===== src/rtl/pack_nto16_pkg.sv =====
// pack_nto16_pkg
//   Shared constants for the pixel packer: data-type token codes, packing
//   mode encodings, the pixel-width table, header image_type codes and the
//   controller state type.
//   No ports (package).
package pack_nto16_pkg;

  localparam int DTYPE_WIDTH = 4;
  typedef logic [DTYPE_WIDTH-1:0] dtype_t;

  // Control tokens use codes below 8; any code with bit 3 set is a pixel.
  localparam dtype_t DTYPE_FRAME_START  = 4'h1;
  localparam dtype_t DTYPE_FRAME_END    = 4'h2;
  localparam dtype_t DTYPE_HEADER_START = 4'h3;
  localparam dtype_t DTYPE_HEADER_END   = 4'h4;
  localparam dtype_t DTYPE_HEADER       = 4'h5;
  localparam dtype_t DTYPE_PIXEL        = 4'h8;
  localparam dtype_t DTYPE_PIXEL_MASK   = 4'h8;

  // Header word index carrying the image_type field.
  localparam int IMAGE_IMAGE_TYPE = 3;

  typedef enum logic [1:0] {
    PACK_MODE_BYPASS = 2'd0,
    PACK_MODE_10     = 2'd1,
    PACK_MODE_12     = 2'd2,
    PACK_MODE_14     = 2'd3
  } pack_mode_e;

  localparam logic [4:0] PACK_IMGTYPE_10 = 5'h11;
  localparam logic [4:0] PACK_IMGTYPE_12 = 5'h10;
  localparam logic [4:0] PACK_IMGTYPE_14 = 5'h12;

  typedef enum logic [1:0] {
    ST_IDLE   = 2'd0,
    ST_FRAME  = 2'd1,
    ST_HEADER = 2'd2
  } state_e;

  // Pixel width in bits for a packing mode; bypass has no packed width.
  function automatic logic [4:0] pack_bits(input logic [1:0] mode);
    case (mode)
      PACK_MODE_10: pack_bits = 5'd10;
      PACK_MODE_12: pack_bits = 5'd12;
      PACK_MODE_14: pack_bits = 5'd14;
      default:      pack_bits = 5'd0;
    endcase
  endfunction

  function automatic logic [4:0] pack_imgtype(input logic [1:0] mode);
    case (mode)
      PACK_MODE_10: pack_imgtype = PACK_IMGTYPE_10;
      PACK_MODE_12: pack_imgtype = PACK_IMGTYPE_12;
      PACK_MODE_14: pack_imgtype = PACK_IMGTYPE_14;
      default:      pack_imgtype = 5'h00;
    endcase
  endfunction

endpackage


===== src/rtl/pack_nto16_if.sv =====
// pack_nto16_if
//   Streaming bus between the imager pipeline and the packer, plus the
//   packer's 16-bit output towards the host channel.
//   Signals: dvi/dtypei/datai (into the packer), dvo/dtypeo/datao (out).
//   Modports: master = upstream/test side, slave = packer.
interface pack_nto16_if;
  import pack_nto16_pkg::*;

  logic        dvi;
  dtype_t      dtypei;
  logic [15:0] datai;
  logic        dvo;
  dtype_t      dtypeo;
  logic [15:0] datao;

  modport master (output dvi, dtypei, datai, input dvo, dtypeo, datao);
  modport slave  (input dvi, dtypei, datai, output dvo, dtypeo, datao);
endinterface


===== src/rtl/pack_nto16_bit_accum.sv =====
// pack_nto16_bit_accum
//   MSB-first bit accumulator: 32-bit shift buffer with a 5-bit count of
//   pending bits. Pending bits are kept left-justified so the top 16 bits
//   are always the next output word and unused low bits stay zero.
//   Ports:
//     clk, resetb      clock, asynchronous active-low reset
//     push             append data[width-1:0] below the pending bits
//     width            pixel width (10/12/14)
//     data             right-justified pixel
//     flush            present pending bits as a zero-padded word, then empty
//     clear            discard pending bits
//     word, word_valid next 16-bit word (combinational) and its qualifier
//     residual         number of pending bits
module pack_nto16_bit_accum (
  input  logic        clk,
  input  logic        resetb,
  input  logic        push,
  input  logic [4:0]  width,
  input  logic [15:0] data,
  input  logic        flush,
  input  logic        clear,
  output logic [15:0] word,
  output logic        word_valid,
  output logic [4:0]  residual
);

  logic [31:0] acc_q, acc_d;
  logic [4:0]  cnt_q, cnt_d;
  logic [31:0] masked, placed, merged;
  logic [4:0]  sum;

  always_comb begin
    masked     = {16'h0, data} & ((32'd1 << width) - 32'd1);
    // Left-justify the new pixel, then slide it under the pending bits.
    placed     = (masked << (6'd32 - {1'b0, width})) >> cnt_q;
    merged     = acc_q | placed;
    // Residual never exceeds 15 and width never exceeds 14, so 5 bits suffice.
    sum        = cnt_q + width;
    acc_d      = acc_q;
    cnt_d      = cnt_q;
    word       = acc_q[31:16];
    word_valid = 1'b0;
    if (clear) begin
      acc_d = '0;
      cnt_d = '0;
    end else if (flush) begin
      word_valid = (cnt_q != 5'd0);
      acc_d      = '0;
      cnt_d      = '0;
    end else if (push) begin
      word = merged[31:16];
      if (sum >= 5'd16) begin
        word_valid = 1'b1;
        acc_d      = merged << 16;
        cnt_d      = sum - 5'd16;
      end else begin
        acc_d = merged;
        cnt_d = sum;
      end
    end
  end

  always_ff @(posedge clk or negedge resetb) begin
    if (!resetb) begin
      acc_q <= '0;
      cnt_q <= '0;
    end else begin
      acc_q <= acc_d;
      cnt_q <= cnt_d;
    end
  end

  assign residual = cnt_q;

endmodule


===== src/rtl/pack_nto16.sv =====
// pack_nto16
//   Runtime-selectable pixel packer: packs 10/12/14-bit pixels MSB-first into
//   contiguous 16-bit words, pads and flushes a partial word at frame end,
//   and optionally rewrites the header image_type field for the packed mode.
//   Build option: define PACK_HDR_REWRITE_EN to enable the header
//   image_type rewrite; without it header words pass unmodified.
//   Ports:
//     clk, resetb   clock, asynchronous active-low reset
//     enable        packing enable from another clock domain (synchronised)
//     pack_mode     0=bypass 1=10b 2=12b 3=14b, latched at FRAME_START
//     bus           pack_nto16_if.slave: dvi/dtypei/datai in, dvo/dtypeo/datao out
//     frame_count   FRAME_START tokens seen (wraps)
//     active_mode   mode latched for the current frame
//     overflow      sticky hold-register collision flag
module pack_nto16
  import pack_nto16_pkg::*;
#(
  parameter int HDR_IMGTYPE_ADDR = IMAGE_IMAGE_TYPE,
  parameter int HDR_ADDR_WIDTH   = 6,
  parameter int FC_WIDTH         = 16
) (
  input  logic                clk,
  input  logic                resetb,
  input  logic                enable,
  input  logic [1:0]          pack_mode,
  pack_nto16_if.slave         bus,
  output logic [FC_WIDTH-1:0] frame_count,
  output logic [1:0]          active_mode,
  output logic                overflow
);

  if (HDR_IMGTYPE_ADDR >= (1 << HDR_ADDR_WIDTH)) begin : g_addr_range
    $error("HDR_IMGTYPE_ADDR does not fit in HDR_ADDR_WIDTH");
  end

  logic                en_s1_q, en_s2_q;
  state_e              state_q;
  logic [1:0]          mode_q;
  logic [FC_WIDTH-1:0] fc_q;
  logic                ovf_q;
  logic                dvo_q;
  dtype_t              dtypeo_q;
  logic [15:0]         datao_q;
  logic                hold_vld_q;
  dtype_t              hold_dtype_q;
  logic [15:0]         hold_data_q;
  dtype_t              pix_dtype_q;

  // While the hold register drains, the incoming beat is dropped entirely.
  logic in_ok, is_fs, is_fe, is_hs, is_he, is_pix;
  logic acc_push, acc_flush, acc_clear, acc_word_vld;
  logic [15:0] acc_word;
  logic [4:0]  acc_residual;

  assign in_ok  = bus.dvi && !hold_vld_q;
  assign is_fs  = in_ok && (bus.dtypei == DTYPE_FRAME_START);
  assign is_fe  = in_ok && (bus.dtypei == DTYPE_FRAME_END);
  assign is_hs  = in_ok && (bus.dtypei == DTYPE_HEADER_START);
  assign is_he  = in_ok && (bus.dtypei == DTYPE_HEADER_END);
  assign is_pix = in_ok && ((bus.dtypei & DTYPE_PIXEL_MASK) != '0);

  assign acc_push  = is_pix && (state_q == ST_FRAME) && (mode_q != PACK_MODE_BYPASS);
  assign acc_flush = is_fe && (acc_residual != 5'd0);
  assign acc_clear = is_fs;

`ifdef PACK_HDR_REWRITE_EN
  logic [HDR_ADDR_WIDTH-1:0] hdr_addr_q;
  logic is_hdr, hdr_rw;
  assign is_hdr = in_ok && (bus.dtypei == DTYPE_HEADER);
  // Mode comes from the previous FRAME_START: the header describes that frame.
  assign hdr_rw = is_hdr && (state_q == ST_HEADER) && (mode_q != PACK_MODE_BYPASS) &&
                  (hdr_addr_q == HDR_ADDR_WIDTH'(HDR_IMGTYPE_ADDR));
`endif

  pack_nto16_bit_accum u_accum (
    .clk        (clk),
    .resetb     (resetb),
    .push       (acc_push),
    .width      (pack_bits(mode_q)),
    .data       (bus.datai),
    .flush      (acc_flush),
    .clear      (acc_clear),
    .word       (acc_word),
    .word_valid (acc_word_vld),
    .residual   (acc_residual)
  );

  always_ff @(posedge clk or negedge resetb) begin
    if (!resetb) begin
      en_s1_q      <= 1'b0;
      en_s2_q      <= 1'b0;
      state_q      <= ST_IDLE;
      mode_q       <= PACK_MODE_BYPASS;
      fc_q         <= '0;
      ovf_q        <= 1'b0;
      dvo_q        <= 1'b0;
      dtypeo_q     <= '0;
      datao_q      <= '0;
      hold_vld_q   <= 1'b0;
      hold_dtype_q <= '0;
      hold_data_q  <= '0;
      pix_dtype_q  <= '0;
`ifdef PACK_HDR_REWRITE_EN
      hdr_addr_q   <= '0;
`endif
    end else begin
      en_s1_q    <= enable;
      en_s2_q    <= en_s1_q;
      // Default: pass the input through with one cycle of latency.
      dvo_q      <= bus.dvi;
      dtypeo_q   <= bus.dtypei;
      datao_q    <= bus.datai;
      hold_vld_q <= 1'b0;
      if (hold_vld_q) begin
        dvo_q    <= 1'b1;
        dtypeo_q <= hold_dtype_q;
        datao_q  <= hold_data_q;
        if (bus.dvi) ovf_q <= 1'b1;
      end else begin
        if (is_fs) begin
          mode_q  <= en_s2_q ? pack_mode : PACK_MODE_BYPASS;
          fc_q    <= fc_q + 1'b1;
          state_q <= ST_FRAME;
        end else if (is_hs) begin
          state_q <= ST_HEADER;
        end else if (is_fe || is_he) begin
          state_q <= ST_IDLE;
        end
        // Flush word goes out now; the FRAME_END token waits one cycle.
        if (acc_flush) begin
          dvo_q        <= 1'b1;
          dtypeo_q     <= pix_dtype_q;
          datao_q      <= acc_word;
          hold_vld_q   <= 1'b1;
          hold_dtype_q <= bus.dtypei;
          hold_data_q  <= bus.datai;
        end
        if (acc_push) begin
          dvo_q       <= acc_word_vld;
          datao_q     <= acc_word;
          pix_dtype_q <= bus.dtypei;
        end
`ifdef PACK_HDR_REWRITE_EN
        if (hdr_rw) datao_q <= (bus.datai & 16'hFFE0) | {11'b0, pack_imgtype(mode_q)};
`endif
      end
`ifdef PACK_HDR_REWRITE_EN
      if (is_hs || (state_q != ST_HEADER)) hdr_addr_q <= '0;
      else if (is_hdr)                     hdr_addr_q <= hdr_addr_q + 1'b1;
`endif
    end
  end

  assign bus.dvo     = dvo_q;
  assign bus.dtypeo  = dtypeo_q;
  assign bus.datao   = datao_q;
  assign frame_count = fc_q;
  assign active_mode = mode_q;
  assign overflow    = ovf_q;

endmodule


===== src/flat_wrapper.sv =====
// flat-port wrapper written by rule: the top's interface ports become plain ports
module pack_nto16_flat import pack_nto16_pkg::*;
#(
  parameter int HDR_IMGTYPE_ADDR = IMAGE_IMAGE_TYPE,
  parameter int HDR_ADDR_WIDTH   = 6,
  parameter int FC_WIDTH         = 16
)
  (clk, resetb, enable, pack_mode, frame_count, active_mode, overflow, bus_dvi, bus_dtypei, bus_datai, bus_dvo, bus_dtypeo, bus_datao);
  pack_nto16_if bus_i ();
  input  logic clk;
  input  logic resetb;
  input  logic enable;
  input  logic [1:0] pack_mode;
  output logic [FC_WIDTH-1:0] frame_count;
  output logic [1:0] active_mode;
  output logic overflow;
  input wire logic [$bits(bus_i.dvi)-1:0] bus_dvi;
  input wire logic [$bits(bus_i.dtypei)-1:0] bus_dtypei;
  input wire logic [$bits(bus_i.datai)-1:0] bus_datai;
  output wire logic [$bits(bus_i.dvo)-1:0] bus_dvo;
  output wire logic [$bits(bus_i.dtypeo)-1:0] bus_dtypeo;
  output wire logic [$bits(bus_i.datao)-1:0] bus_datao;
  assign bus_i.dvi = bus_dvi;
  assign bus_i.dtypei = bus_dtypei;
  assign bus_i.datai = bus_datai;
  assign bus_dvo = bus_i.dvo;
  assign bus_dtypeo = bus_i.dtypeo;
  assign bus_datao = bus_i.datao;
  pack_nto16 #(.HDR_IMGTYPE_ADDR(HDR_IMGTYPE_ADDR), .HDR_ADDR_WIDTH(HDR_ADDR_WIDTH), .FC_WIDTH(FC_WIDTH)) u_core (.clk(clk), .resetb(resetb), .enable(enable), .pack_mode(pack_mode), .bus(bus_i), .frame_count(frame_count), .active_mode(active_mode), .overflow(overflow));
endmodule

===== config.mk =====
export PLATFORM = sky130hd
export DESIGN_NAME = pack_nto16_flat
export DESIGN_NICKNAME = d
export VERILOG_FILES = /design/src/rtl/pack_nto16_pkg.sv /design/src/rtl/pack_nto16_if.sv /design/src/rtl/pack_nto16_bit_accum.sv /design/src/rtl/pack_nto16.sv /design/src/flat_wrapper.sv
export SDC_FILE = /design/constraint.sdc
export NUM_CORES = 1
export LEC_CHECK = 0
export CAP_MARGIN = 20
export CORE_MARGIN = 5
export CORE_UTILIZATION = 25
export DETAILED_ROUTE_END_ITERATION = 8
export PLACE_DENSITY = 0.42
export SYNTH_ARGS = -nofsm -noshare
export SYNTH_HDL_FRONTEND = slang
export SYNTH_HIERARCHICAL = 1
export SYNTH_SLANG_ARGS = --single-unit

===== constraint.sdc =====
create_clock -name clk -period 5.7 [get_ports clk]
set_input_delay 1.14 -clock clk [delete_from_list [all_inputs] [get_ports clk]]
set_output_delay 1.14 -clock clk [all_outputs]
set_load 0.02 [all_outputs]

### After elaboration in Yosys (flattened, before gate mapping)

Index checks and enable logic that the tools add are counted.

| storage, ports and cells | value |
|---|---|
| logic and storage cells | 83 |
| input port bits | 26 |
| flip-flop bits (word level) | 106 |
| output and inout port bits | 40 |

| cells by class | value |
|---|---|
| equality and inequality tests | 8 |
| multiplexer cells | 28 |
| $lt $le $gt $ge | 1 |
| reduce and logical (&&, ||, !) cells | 20 |
| shift-type cells | 3 |
| $add $sub $neg | 5 |
| bitwise operators | 3 |

Operators with widths:

| kind | number |
|---|---|
| 32-bit 2-to-1 mux | 4 |
| 16-bit 2-to-1 mux | 5 |
| 16-bit by 32-bit bitwise AND with 32-bit output | 1 |
| 32-bit bitwise OR | 1 |
| 1-bit by 5-bit << shifter with 32-bit output, first input constant | 1 |
| 32-bit by 6-bit << shifter with 32-bit output | 1 |
| 32-bit by 5-bit >> shifter with 32-bit output | 1 |
| 32-bit by 1-bit subtractor with 32-bit output, second input constant | 1 |
| 5-bit 2-to-1 mux | 4 |
| 16-bit by 1-bit adder with 16-bit output, second input constant | 1 |
| 4-bit one-hot mux with 3 select lines | 1 |
| 2-bit AND reduction | 5 |
| 1-bit logical AND | 9 |
| 4-bit by 2-bit == test with 1-bit output, second input constant | 2 |
| 1-bit 2-to-1 mux | 8 |
| 2-bit 2-to-1 mux | 4 |
| 4-bit 2-to-1 mux | 2 |
| 3-bit nonzero test | 2 |
| 6-bit by 5-bit subtractor with 6-bit output, first input constant | 1 |
| 5-bit adder | 1 |
| 5-bit >= comparator, second input constant | 1 |
| 5-bit nonzero test | 1 |
| 5-bit subtractor, second input constant | 1 |
| 2-bit by 1-bit == test with 1-bit output, second input constant | 2 |
| other kinds (7) | 8 |

### Depth between registers and ports, before layout

| logic depth | value |
|---|---|
| word-level depth | 13 |
| gate-level depth with buffers | 24 |
| depth with buffers taken out | 19 |

### Hierarchy

Netlist, hierarchy kept.

By module, submodules not included:

| module | sequential area each (um^2) | area an instance (um^2) | cells each | instances |
|---|---|---|---|---|
| pack_nto16_bit_accum | 925.9 | 7101.8 | 995 | 1 |
| pack_nto16 | 1726.7 | 2972.9 | 304 | 1 |

### Worst setup path after synthesis

OpenSTA, ideal clock, no wires.

| timing | value |
|---|---|
| path type | register to register |
| start | register u_core.mode_q[0], in the netlist u_core/active_mode[0] |
| end | register u_core.u_accum.acc_q[24] |
| stages on the path, launching flop included | 21 |
| period minus slack after synthesis | 4.957 ns |
| setup time | 0.126 ns |
| path buffers | 4 |
| setup slack | 0.743 ns |
| data required time | 5.574 ns |
| data arrival time | 4.831 ns |
| cell sequence | dfrtp_1 clkbuf_1 inv_1 ha_1 ha_1 buf_4 or3b_1 buf_2 ha_1 clkbuf_1 and3b_1 mux2i_1 a31oi_1 a32o_1 a211oi_4 o2bb2ai_1 o221ai_1 a221oi_1 o2111ai_1 or3_1 a221o_1 |

| on the way | value |
|---|---|
| word-level cells in the longest chain between the ends | 12 |
| elaborated cells between the ends (all ways) | 20 |
| classes of those cells | add/sub: 3; order compare: 1; eq/ne: 3; shift: 3; mux: 5; bitwise: 2; reduce/logical: 3 |

Ends and longest elaborated chain:

| what | line | RTL |
|---|---|---|
| start, declared | pack_nto16.sv:38 | `logic [1:0] mode_q;` |
| start signal, assigned | pack_nto16.sv:121 | `mode_q <= en_s2_q ? pack_mode : PACK_MODE_BYPASS;` |
| 2-bit == test or 2-bit by 1-bit == test with 1-bit output (tied branches) | pack_nto16_pkg.sv:42 | `case (mode)` |
| 4-bit one-hot mux with 3 select lines | pack_nto16_pkg.sv:42 |  |
| 1-bit by 5-bit << shifter with 32-bit output | pack_nto16_bit_accum.sv:33 | `masked = {16'h0, data} & ((32'd1 << width) - 32'd1);` |
| 32-bit by 1-bit subtractor with 32-bit output | pack_nto16_bit_accum.sv:33 |  |
| 16-bit by 32-bit bitwise AND with 32-bit output | pack_nto16_bit_accum.sv:33 |  |
| 32-bit by 6-bit << shifter with 32-bit output | pack_nto16_bit_accum.sv:35 | `placed = (masked << (6'd32 - {1'b0, width})) >> cnt_q;` |
| 32-bit by 5-bit >> shifter with 32-bit output | pack_nto16_bit_accum.sv:35 |  |
| 32-bit bitwise OR | pack_nto16_bit_accum.sv:36 | `merged = acc_q \| placed;` |
| 32-bit 2-to-1 mux | pack_nto16_bit_accum.sv:52 | `if (sum >= 5'd16) begin` |
| 32-bit 2-to-1 mux | pack_nto16_bit_accum.sv:50 | `end else if (push) begin` |
| 32-bit 2-to-1 mux | pack_nto16_bit_accum.sv:46 | `end else if (flush) begin` |
| 32-bit 2-to-1 mux | pack_nto16_bit_accum.sv:43 | `if (clear) begin` |
| end signal, assigned | pack_nto16_bit_accum.sv:65 | `acc_q <= '0;` |
| end signal, assigned | pack_nto16_bit_accum.sv:68 | `acc_q <= acc_d;` |
| end, declared | pack_nto16_bit_accum.sv:27 | `logic [31:0] acc_q, acc_d;` |

Several ways; a longest one is shown, not always the timed one. The select of a mux whose other input is x is not followed.
A chain may end at the register's enable or synchronous reset.

### Final worst setup path

| timing | value |
|---|---|
| start | register u_core.mode_q[0], in the netlist u_core/active_mode[0] |
| end | register u_core.datao_q[2], in the netlist u_core/bus.datao[2] |

| on the way | value |
|---|---|
| word-level cells in the longest chain between the ends | 13 |
| elaborated cells between the ends (all ways) | 18 |
| classes of those cells | add/sub: 2; eq/ne: 3; shift: 3; mux: 6; bitwise: 2; reduce/logical: 2 |

Ends and longest elaborated chain:

| what | line | RTL |
|---|---|---|
| 2-bit == test or 2-bit by 1-bit == test with 1-bit output (tied branches) | pack_nto16_pkg.sv:42 |  |
| 4-bit one-hot mux with 3 select lines * | pack_nto16_pkg.sv:42 |  |
| 1-bit by 5-bit << shifter with 32-bit output | pack_nto16_bit_accum.sv:33 |  |
| 32-bit by 1-bit subtractor with 32-bit output | pack_nto16_bit_accum.sv:33 |  |
| 16-bit by 32-bit bitwise AND with 32-bit output | pack_nto16_bit_accum.sv:33 |  |
| 32-bit by 6-bit << shifter with 32-bit output * | pack_nto16_bit_accum.sv:35 |  |
| 32-bit by 5-bit >> shifter with 32-bit output * | pack_nto16_bit_accum.sv:35 |  |
| 32-bit bitwise OR * | pack_nto16_bit_accum.sv:36 |  |
| 16-bit 2-to-1 mux * | pack_nto16_bit_accum.sv:46 |  |
| 16-bit 2-to-1 mux * | pack_nto16_bit_accum.sv:43 |  |
| net u_core.acc_word[2] | pack_nto16.sv:52 | `logic [15:0] acc_word;` |
| 16-bit 2-to-1 mux | pack_nto16.sv:130 | `if (acc_flush) begin` |
| 16-bit 2-to-1 mux * | pack_nto16.sv:138 | `if (acc_push) begin` |
| 16-bit 2-to-1 mux * | pack_nto16.sv:114 | `if (hold_vld_q) begin` |
| end signal, assigned | pack_nto16.sv:117 | `datao_q <= hold_data_q;` |
| end signal, assigned | pack_nto16.sv:133 | `datao_q <= acc_word;` |
| end signal, assigned | pack_nto16.sv:140 | `datao_q <= acc_word;` |
| end, declared | pack_nto16.sv:43 | `logic [15:0] datao_q;` |

The timed path passes the listed nets; every way through them passes the cells marked *.

==> results.json <==
{
  "async_flop_share_pct": 100.0,
  "yosysWarnings": 6,
  "antenna_found_initial": 0,
  "io_buffers": 65,
  "top_layer": "met4",
  "dpl_cell_area_mm2": 0.01144,
  "synth_top_area_cell": "dfrtp_1",
  "drt-initial-drc-count": 1375,
  "ctsResizeCount": 0,
  "ctsHoldBuffers": 0,
  "synth_edf_count": 0,
  "slew_headroom_pct": 35.26,
  "ys_seq_area_share_pct": 26.33,
  "post_cts_buffers": 0,
  "period_needed_ns": 5.386,
  "wl_per_cell_um": 24.76,
  "hold_viol": 0,
  "setup_violations": 0,
  "route.detailed.drc": 0,
  "rsz0062_at_grt": "no",
  "synth_cell_types": 121,
  "timing.critical_path.from": "u_core/active_mode[0]",
  "viasPerCell": 5.968,
  "cts.sinks": 106,
  "nNetsFinal": 1387,
  "yosys_register_bits": 106,
  "cts_tree": "built",
  "cp.arrival_ns": 5.65,
  "yosys-top-cells-count": "nand2_1, nor2_1, dfrtp_1, a21oi_1, o21ai_0",
  "die_h_um": 210.7,
  "syn_area_mm2": 0.01007,
  "ys_top_cells_by_area": "dfrtp_1, nand2_1, nor2_1",
  "worst_hold_slack_ns": 0.3662,
  "p_per_area_mw_per_mm2": 283.2,
  "final_antenna_net_count": 0,
  "critical_path.max_stage_delay_ns": 0.56,
  "yosysMostFrequentCell": "nand2_1",
  "overflow": 0,
  "synth_top_area_share_pct": 26.33,
  "start_util_pct": 25.30,
  "fmax_mhz": 185.7,
  "setup_ws_ns": 0.3144,
  "cts_root_buffer": "clkbuf_16",
  "cap_violations": 0,
  "first_pass_iters": 5,
  "nFillCells": 4395,
  "dr_wl_met3_mm": 3.255,
  "cpMostUsedCell": "ha_1",
  "cts_max_level": 3,
  "rr_worst_depth": 19,
  "clk_latency_ns": 0.35,
  "regToRegSetupSlack_ns": 0.31,
  "clock_path_buffers": 2,
  "met2_length_mm": 21.25,
  "cp_cell_sequence": "inv_1 -> ha_1 -> ha_1 -> or3b_1 -> ha_1 -> or3b_2 -> nand4_1 -> o221ai_1 -> nand2_1 -> a221oi_1 -> o211ai_1 -> o31ai_1 -> mux2i_1 -> o21ai_1 -> mux2i_2 -> o21bai_1 -> buf_4 -> o21ai_0 -> a21oi_1",
  "slowest_stage": "o31ai_1",
  "status": "finished clean",
  "cts_made_buffers": 9,
  "vias": 11207,
  "num_io_pins": 66,
  "die_w_um": 210.7,
  "grt_pass1_wl_mm": 70.03,
  "period_share_pct": 94.48,
  "final_cell_area_mm2": 0.01174,
  "crit_path_end": "u_core/bus.datao[2]",
  "synth_area_per_cell_um2": 7.756,
  "wl_met1_mm": 20.60,
  "cp_max_fo": 6,
  "wirelength_mm": 46.51,
  "fin_tns_setup_ns": 0,
  "syn_inst": 1299,
  "rows": 73,
  "r2r-end": "u_core/bus.datao[2]",
  "hpwl_mm": 34.86,
  "syn_to_final_growth_pct": 16.53,
  "required_ns": 5.97,
  "post-place-ws_ns": 0.4541,
  "antennaDiodeCount": 0,
  "worst_pin_slew_ns": 0.9681,
  "endpoint_kind": "register",
  "timing.rr.start": "u_core/active_mode[0]",
  "report.final.slew_viol_count": 0,
  "ir_drop_v": 0.0001368,
  "ys.flop_type": "dfrtp_1",
  "power.leakage_uw": 0.004651,
  "fin_skew_ns": 0.007677,
  "core_area_mm2": 0.03982,
  "holdCritPathClass": "register to register",
  "dieArea_mm2": 0.04441,
  "drive_gt1_share_pct": 11.68,
  "grt_max_degree": 63,
  "first_global_vias": 10626,
  "crit_type": "register to register",
  "gp_congestion": 0.9813,
  "cts.clk_slew.worst_paths_ns": 0.07,
  "start_kind": "register",
  "track_usage_pct": 20.22
}
==> state kept, by name (all words and copies together), names as in the netlist <==
signal                   cells
u_core/bus.dvo               1
u_core/u_accum/acc_q        32
u_core/hold_vld_q            1
u_core/u_accum/residual      5
u_core/hold_data_q          16
u_core/bus.datao            16
u_core/en_s1_q               1
u_core/state_q               2
u_core/frame_count          16
u_core/en_s2_q               1
u_core/bus.dtypeo            4
u_core/hold_dtype_q          4
u_core/active_mode           2
u_core/pix_dtype_q           4
u_core/overflow              1
==> worst min path at each step <==
| stage | from | end | slack [ns] | depth (start not counted) |
|---|---|---|---|---|
| floorplan | u_core/en_s1_q | u_core/en_s2_q | 0.33 | 0 |
| global placement | u_core/en_s1_q | u_core/en_s2_q | 0.36 | 0 |
| detailed placement | u_core/en_s1_q | u_core/en_s2_q | 0.34 | 0 |
| CTS | u_core/en_s1_q | u_core/en_s2_q | 0.37 | 0 |
| global route | u_core/en_s1_q | u_core/en_s2_q | 0.38 | 0 |
| finish | u_core/en_s1_q | u_core/en_s2_q | 0.37 | 0 |
==> worst max-delay path, delay by kind of cell (launching register included) <==
family                     cells  cell delay, ns
buffers and inverters          2            0.23
muxes                          2            0.47
and+or+nand+nor                4            1.04
DFF                            1            0.44
AOI/OAI and AO/OA              8            2.40
adders and majority gates      3            0.72
==> cells by family after synthesis <==
logic type,count (synthesis),share of synthesized area (%)
compound gates,465,34.34
xor+xnor,24,2.086
fa+ha+maj,13,1.689
buf+inv,123,5.315
flops,106,26.33
mux,29,3.341
other cells,1,0.03722
simple gates,538,26.86
==> per-stage QoR <==
stage,instances,utilization (%),total power [uW]
after detailed placement,1862,28.74,2632
after global placement,1862,28.74,2662
after floorplan,1307,-,1979
after global routing,1878,29.48,3490
final,1878,29.48,3325
after CTS,1878,29.48,3276
==> power by group <==
part | internal (uW) | leakage [uW] | total, uW | switching [uW]
sequential | 806 | 0.00140 | 844 | 37.9
combinational | 616 | 0.00310 | 1850 | 1240
clock | 319 | 0.000144 | 629 | 310
total | 1740 | 0.00465 | 3320 | 1580
==> metal layers <==
layer  up-vias  global-route usage [%]
met5         -                       0
li1       5017                       -
met2       534                   32.52
met3        90                   2.421
met4         0                   5.500
met1      5566                   28.77
==> area by class of cell <==
type | instances | area (um2) | share of cell area, %
clock inverters | 6 | 56.30 | 0.4796
clock buffers | 10 | 239.0 | 2.036
multi-input cells | 1078 | 6917 | 58.92
flip-flops and latches | 106 | 2653 | 22.59
well taps | 525 | 656.9 | 5.595
inverters | 24 | 90.09 | 0.7673
repair buffers | 129 | 1129 | 9.613
==> placed cells by master (no fill, tap or decap), types with 12 or more instances in the layout <==
master             n
clkdlybuf4s50_1   64
o31ai_1           13
nor2_1           110
a21oi_1           75
a22o_1            13
a221oi_1          12
nor3_1            49
dfrtp_1          106
inv_1             20
nand3_1           40
o21ai_0           65
o21ai_1           14
o221ai_1          15
mux2i_1           18
a31oi_1           35
ha_1              12
nand2b_1          17
xnor2_1           18
nand2_1          181
o211ai_1          24
buf_4             65
nand4_1           12
o22ai_1           13
nor2b_1           26
a211oi_1          22
Note: power is estimated with default switching activity, not from simulation.
